==> src/rtl/ofm_requant_drain.sv <==
// Output stage for the PE array: captures column-sum vectors into a small FIFO,
// requantizes each valid lane to int8 and drains it one byte per handshake.
module ofm_requant_drain #(
   parameter int COL       = 8,
   parameter int OFM_WIDTH = 32,
   parameter int DEPTH     = 4
) (
   input  logic                        clk,
   input  logic                        rst,
   input  logic [COL-1:0]              sum_valid,
   input  logic signed [OFM_WIDTH-1:0] sum [COL],
   input  logic [4:0]                  cfg_shift,
   input  logic                        cfg_relu,
   output logic                        ofm_valid,
   input  logic                        ofm_ready,
   output logic [7:0]                  ofm_data,
   output logic [$clog2(COL)-1:0]      ofm_lane,
   output logic                        ofm_last,
   output logic [$clog2(DEPTH):0]      fifo_count,
   output logic                        overflow
);

   localparam int LW = $clog2(COL);
   localparam int PW = $clog2(DEPTH);
   localparam int CW = PW + 1;
   localparam logic signed [OFM_WIDTH:0] SAT_MAX = {{(OFM_WIDTH-7){1'b0}}, 8'h7F};
   localparam logic signed [OFM_WIDTH:0] SAT_MIN = {{(OFM_WIDTH-7){1'b1}}, 8'h80};

   // One extra bit of headroom keeps the rounding add from wrapping.
   function automatic logic [7:0] requant(input logic signed [OFM_WIDTH-1:0] x,
                                          input logic [4:0] s, input logic relu);
      logic signed [OFM_WIDTH:0] xe;
      logic signed [OFM_WIDTH:0] rnd;
      logic signed [OFM_WIDTH:0] y;
      logic signed [OFM_WIDTH:0] yr;
      logic [7:0]                r;
      xe = {x[OFM_WIDTH-1], x};
      if (s == 5'd0) begin
         rnd = '0;
         y   = xe;
      end else begin
         rnd = {{OFM_WIDTH{1'b0}}, 1'b1} << (s - 5'd1);
         y   = (xe + rnd) >>> s;
      end
      if (relu && y[OFM_WIDTH]) yr = '0;
      else                      yr = y;
      if (yr > SAT_MAX)      r = 8'h7F;
      else if (yr < SAT_MIN) r = 8'h80;
      else                   r = yr[7:0];
      return r;
   endfunction

   function automatic logic [LW-1:0] lowest_set(input logic [COL-1:0] m);
      logic [LW-1:0] idx;
      idx = '0;
      for (int j = COL - 1; j >= 0; j--) begin
         if (m[j]) idx = LW'(j);
      end
      return idx;
   endfunction

   logic [COL-1:0]              mask_mem_q  [DEPTH];
   logic signed [OFM_WIDTH-1:0] sum_mem_q   [DEPTH][COL];
   logic [4:0]                  shift_mem_q [DEPTH];
   logic                        relu_mem_q  [DEPTH];

   logic [PW-1:0]  wr_ptr_q, wr_ptr_d, rd_ptr_q, rd_ptr_d;
   logic [CW-1:0]  count_q, count_d, count_post;
   logic           overflow_q, overflow_d;
   logic [COL-1:0] rem_mask_q, rem_mask_d, rem_after;
   logic           ofm_valid_q, ofm_valid_d, ofm_last_q, ofm_last_d;
   logic [7:0]     ofm_data_q, ofm_data_d;
   logic [LW-1:0]  ofm_lane_q, ofm_lane_d;

   logic                        hs, pop, push, drop, head_from_in;
   logic signed [OFM_WIDTH-1:0] head_x;
   logic [4:0]                  head_s;
   logic                        head_r;

   // Next-state: FIFO bookkeeping plus the byte the output registers present next cycle.
   always_comb begin
      hs           = ofm_valid_q & ofm_ready;
      pop          = hs & ofm_last_q;
      count_post   = count_q - CW'(pop);
      push         = (|sum_valid) && (count_post != CW'(DEPTH));
      drop         = (|sum_valid) && (count_post == CW'(DEPTH));
      count_d      = count_post + CW'(push);
      wr_ptr_d     = wr_ptr_q + PW'(push);
      rd_ptr_d     = rd_ptr_q + PW'(pop);
      overflow_d   = overflow_q | drop;
      head_from_in = (count_post == '0);

      if (hs) rem_after = rem_mask_q & ~({{(COL-1){1'b0}}, 1'b1} << ofm_lane_q);
      else    rem_after = rem_mask_q;

      // An empty FIFO after this edge means the incoming vector (if any) becomes the head directly.
      if (head_from_in) begin
         if (push) rem_mask_d = sum_valid;
         else      rem_mask_d = '0;
      end else if (pop) begin
         rem_mask_d = mask_mem_q[rd_ptr_d];
      end else begin
         rem_mask_d = rem_after;
      end

      ofm_lane_d  = lowest_set(rem_mask_d);
      ofm_valid_d = |rem_mask_d;
      ofm_last_d  = ofm_valid_d &&
                    ((rem_mask_d & (rem_mask_d - {{(COL-1){1'b0}}, 1'b1})) == '0);

      if (head_from_in) begin
         head_x = sum[ofm_lane_d];
         head_s = cfg_shift;
         head_r = cfg_relu;
      end else begin
         head_x = sum_mem_q[rd_ptr_d][ofm_lane_d];
         head_s = shift_mem_q[rd_ptr_d];
         head_r = relu_mem_q[rd_ptr_d];
      end

      if (ofm_valid_d) ofm_data_d = requant(head_x, head_s, head_r);
      else             ofm_data_d = 8'h00;
   end

   // Control and output registers.
   always_ff @(posedge clk) begin
      if (rst) begin
         wr_ptr_q    <= '0;
         rd_ptr_q    <= '0;
         count_q     <= '0;
         overflow_q  <= 1'b0;
         rem_mask_q  <= '0;
         ofm_valid_q <= 1'b0;
         ofm_data_q  <= 8'h00;
         ofm_lane_q  <= '0;
         ofm_last_q  <= 1'b0;
      end else begin
         wr_ptr_q    <= wr_ptr_d;
         rd_ptr_q    <= rd_ptr_d;
         count_q     <= count_d;
         overflow_q  <= overflow_d;
         rem_mask_q  <= rem_mask_d;
         ofm_valid_q <= ofm_valid_d;
         ofm_data_q  <= ofm_data_d;
         ofm_lane_q  <= ofm_lane_d;
         ofm_last_q  <= ofm_last_d;
      end
   end

   // Vector storage; stale contents are harmless because pointers and count are reset.
   always_ff @(posedge clk) begin
      if (push) begin
         mask_mem_q[wr_ptr_q]  <= sum_valid;
         sum_mem_q[wr_ptr_q]   <= sum;
         shift_mem_q[wr_ptr_q] <= cfg_shift;
         relu_mem_q[wr_ptr_q]  <= cfg_relu;
      end
   end

   assign ofm_valid  = ofm_valid_q;
   assign ofm_data   = ofm_data_q;
   assign ofm_lane   = ofm_lane_q;
   assign ofm_last   = ofm_last_q;
   assign fifo_count = count_q;
   assign overflow   = overflow_q;

endmodule

==> config.mk <==
export PLATFORM = sky130hd
export DESIGN_NAME = ofm_requant_drain
export DESIGN_NICKNAME = d
export VERILOG_FILES = /design/src/rtl/ofm_requant_drain.sv
export SDC_FILE = /design/constraint.sdc
export NUM_CORES = 2
export LEC_CHECK = 0
export ABC_AREA = 1
export CAP_MARGIN = 20
export CORE_MARGIN = 2
export CORE_UTILIZATION = 40
export CTS_CLUSTER_DIAMETER = 150
export CTS_CLUSTER_SIZE = 14
export DETAILED_ROUTE_END_ITERATION = 7
export GPL_ROUTABILITY_DRIVEN = 0
export HOLD_SLACK_MARGIN = 0.15
export PLACE_DENSITY = 0.57
export SLEW_MARGIN = 20
export SYNTH_ARGS = -nofsm -noshare
export SYNTH_HDL_FRONTEND = slang
export SYNTH_SLANG_ARGS = --single-unit
==> constraint.sdc <==
create_clock -name clk -period 37.6 [get_ports clk]
set_input_delay 3.76 -clock clk [delete_from_list [all_inputs] [get_ports clk]]
set_output_delay 3.76 -clock clk [all_outputs]
set_load 0.03 [all_outputs]
==> impl_metrics.ini <==
[critical_path]
critPathKind = in2reg
path_buf_inv = 7
worst_path_most_repeated_cell = nand2_1
arrival_ns = 14.85
path_delay_family = simple AND/OR/NAND/NOR gates
r2r_setup_slack_ns = 26.59
cp_slowest_cell = o21ai_0
crit_required_ns = 38.21
cp_max_fo = 134
crit_path_start_kind = input pin
cpPeakStageDelay_ns = 0.71
end_kind = register

[cts]
cts_buffers = 89
post_cts_resized = 0
clock_latency_ns = 0.69
clk_pin_slew_ns = 0.07
cts_sinks = 1109
clockBufferDepth = 3
cts_setup_buffers = 0
tritoncts = yes
htree_num_levels = 3
clock-root-buffer = clkbuf_16
cts_hold_buffers = 0

[floorplanning]
die_y_um = 361
fp.coreArea_sq_um = 127000
start_util_pct = 40.2
num_rows = 131
die_x_um = 361
dieArea_sq_um = 131000
io_pins = 290

[grt]
grt_util_all_layers_pct = 23.0
grt_pass1_vias = 35800
grt_pass1_wl_um = 230000
grt_max_degree = 179
grt.overflow.total = 0
antenna_found_initial = 18

[drt]
drc = 0
drtPass1Iterations = 6
via_per_inst = 5.57
postRouteAntennaNets = 0
drt_iter0_markers = 3672
wl_per_cell_um = 22.8
finalWirelength_um = 154000
vias = 37700

[yosys]
synth.top_cells.by_count = edfxtp_1, nor2_1, nand2_1
yosys_warnings = 0
ys_seq_elements = 1109
yosysUniqueCellTypes = 62
synthFlopType = edfxtp_1
syn_area_sq_um = 51100
yosysMostFrequentCell = edfxtp_1
synth.largest_area_cell = edfxtp_1
async_flop_share_pct = 0
netlist.area_leader.share_pct = 63.5
synth-edff-count = 1080
synthTopCellsByArea = edfxtp_1, nor2_1, nand2_1
avgSynthCellArea_sq_um = 10.3
syn-num-nets = 5275
postSynthCellCount = 4964
seq_area_frac_synth_pct = 64.6

[sta]
hold_slack_ns = 0.497
report.final.slew_viol_count = 0
fin_crit_sh_pct = 37.9
slew_headroom_pct = 21.8
finalHoldViolations = 0
finalSetupViolations = 0
max_freq_mhz = 70.2
tightest_slew_ns = 1.17
fin_crit_ns = 14.24
skew_ns = 0.0313
rsz0062_at_grt = no
fin_setup_tns_ns = 0

[status]
status = completed

[power_and_ir_drop]
p_per_area_nw_per_um2 = 99.5
peakVddDrop_uv = 70.1
switching_power_w = 0.00272
seqPwrFrac_pct = 31.5
combPwrFrac_pct = 53.7
sw_frac_of_total_pct = 47.5
power_frac_clock_pct = 14.8
p_int_w = 0.00301
p_leak_nw = 20.7

[final_layout]
fillCellCount = 11900
area_delta_synth_final_pct = 12.8
nets = 5390
drive_above_1_share_pct = 4.43

[place]
port_buffers = 289
dp_hpwl_um = 91000

[min_path]
hp-class = reg2reg

[run]
maxCapViolCount = 0
[path summary, 6_finish.rpt]
kind                            depth (start not counted)      start     endpoint
worst max-delay path                                   49  ofm_ready  ofm_data[6]
worst min-delay path                                    2   overflow     overflow
worst max register to register                         48  ofm_valid  ofm_data[6]
worst min register to register                          2   overflow     overflow
[metal layers]
layer	track usage, %	part of all wire, %	vias to the layer above
met2	38.4	48	1243
met5	0	0.056	-
met4	6.45	2.3	14
met1	31.6	44	18500
met3	2.91	5.7	230
li1	-	-	17700
[power by group through the flow]
stage	sequential [W]	combinational, W	clock, W
5_1_grt	0.00183	0.00337	0.000912
4_1_cts	0.00181	0.00306	0.000873
3_3_place_gp	0.00182	0.00304	0
3_5_place_dp	0.00183	0.00304	0
6_report	0.00181	0.00308	0.000850
2_1_floorplan	0.00207	0.00204	0
[logic make-up (layout without fill, tap and decap cells)]
group | Yosys count | count (layout) | share of synthesized area (%)
buf+inv | 458 | 590 | 3.84
flops | 1109 | 1109 | 64.6
simple gates | 2369 | 2369 | 19.2
mux | 20 | 20 | 0.441
other cells | 0 | 9 | 0
fa+ha+maj | 38 | 38 | 0.946
compound gates | 949 | 949 | 10.6
xor+xnor | 21 | 21 | 0.375
[cell usage in the layout (no fill, tap or decap), types with 5 or more instances in the layout]
| master | Yosys | final |
|---|---|---|
| a31oi_1 | 33 | 33 |
| nand2_2 | 10 | 10 |
| buf_12 | 0 | 7 |
| o21ai_0 | 433 | 433 |
| o21ai_1 | 11 | 9 |
| clkbuf_16 | 0 | 90 |
| edfxtp_1 | 1080 | 1080 |
| nor3_1 | 153 | 149 |
| o211ai_1 | 33 | 33 |
| clkdlybuf4s50_1 | 0 | 289 |
| a221o_1 | 7 | 7 |
| xor2_1 | 16 | 16 |
| nand2_1 | 836 | 834 |
| o31ai_1 | 35 | 35 |
| dfxtp_1 | 29 | 29 |
| a32o_1 | 8 | 8 |
| o221ai_1 | 7 | 7 |
| nand3_2 | 5 | 5 |
| inv_1 | 120 | 120 |
| ha_1 | 37 | 36 |
| mux2i_1 | 18 | 18 |
| nand3_1 | 354 | 354 |
| nor2_1 | 955 | 953 |
| diode_2 | 0 | 9 |
| o32ai_1 | 17 | 17 |
| o311ai_0 | 43 | 43 |
| or2_2 | 22 | 22 |
| o22ai_1 | 11 | 11 |
| clkbuf_1 | 149 | 15 |
| buf_4 | 11 | 51 |
| a221oi_1 | 5 | 5 |
| a21oi_1 | 283 | 283 |
| inv_2 | 10 | 9 |
| nand4_1 | 10 | 10 |
[registers in the layout, indices dropped and copies added, names as in the netlist, 2 cells and up]
| name | cells |
|---|---|
| ofm_data | 8 |
| rem_mask_q | 8 |
| relu_mem_q | 4 |
| rd_ptr_q | 2 |
| sum_mem_q | 1024 |
| mask_mem_q | 32 |
| wr_ptr_q | 2 |
| ofm_lane | 3 |
| shift_mem_q | 20 |
| fifo_count | 3 |
[tightest hold or removal path, delay by kind of cell (launching register included)]
kind / cells / cell delay (ns)
AOI/OAI and AO/OA: 1 / 0.05
DFF: 1 / 0.34
and+or+nand+nor: 1 / 0.07
[area by class of cell]
class | count | area, sq um | share of cell area, %
diodes | 9 | 22.5 | 0.0391
clock buffers | 105 | 2310 | 4.01
clock inverters | 3 | 52.6 | 0.0912
inverters | 135 | 533 | 0.925
multi-input cells | 3397 | 16200 | 28.1
flip-flops and latches | 1109 | 33000 | 57.3
well taps | 1662 | 2080 | 3.61
repair buffers | 347 | 3420 | 5.93
[per-stage QoR]
stage	cells	worst slack (ns)	area, sq um	utilization (%)	power, W
floorplan	4964	13.57	51100	-	0.00411
global placement	6650	22.74	55200	43.4	0.00486
global route	6764	22.56	57600	45.3	0.00612
finish	6767	23.36	57600	45.3	0.00573
detailed placement	6650	22.80	55200	43.4	0.00488
CTS	6758	23.48	57600	45.3	0.00574
Power figures use the tool's default switching activity.
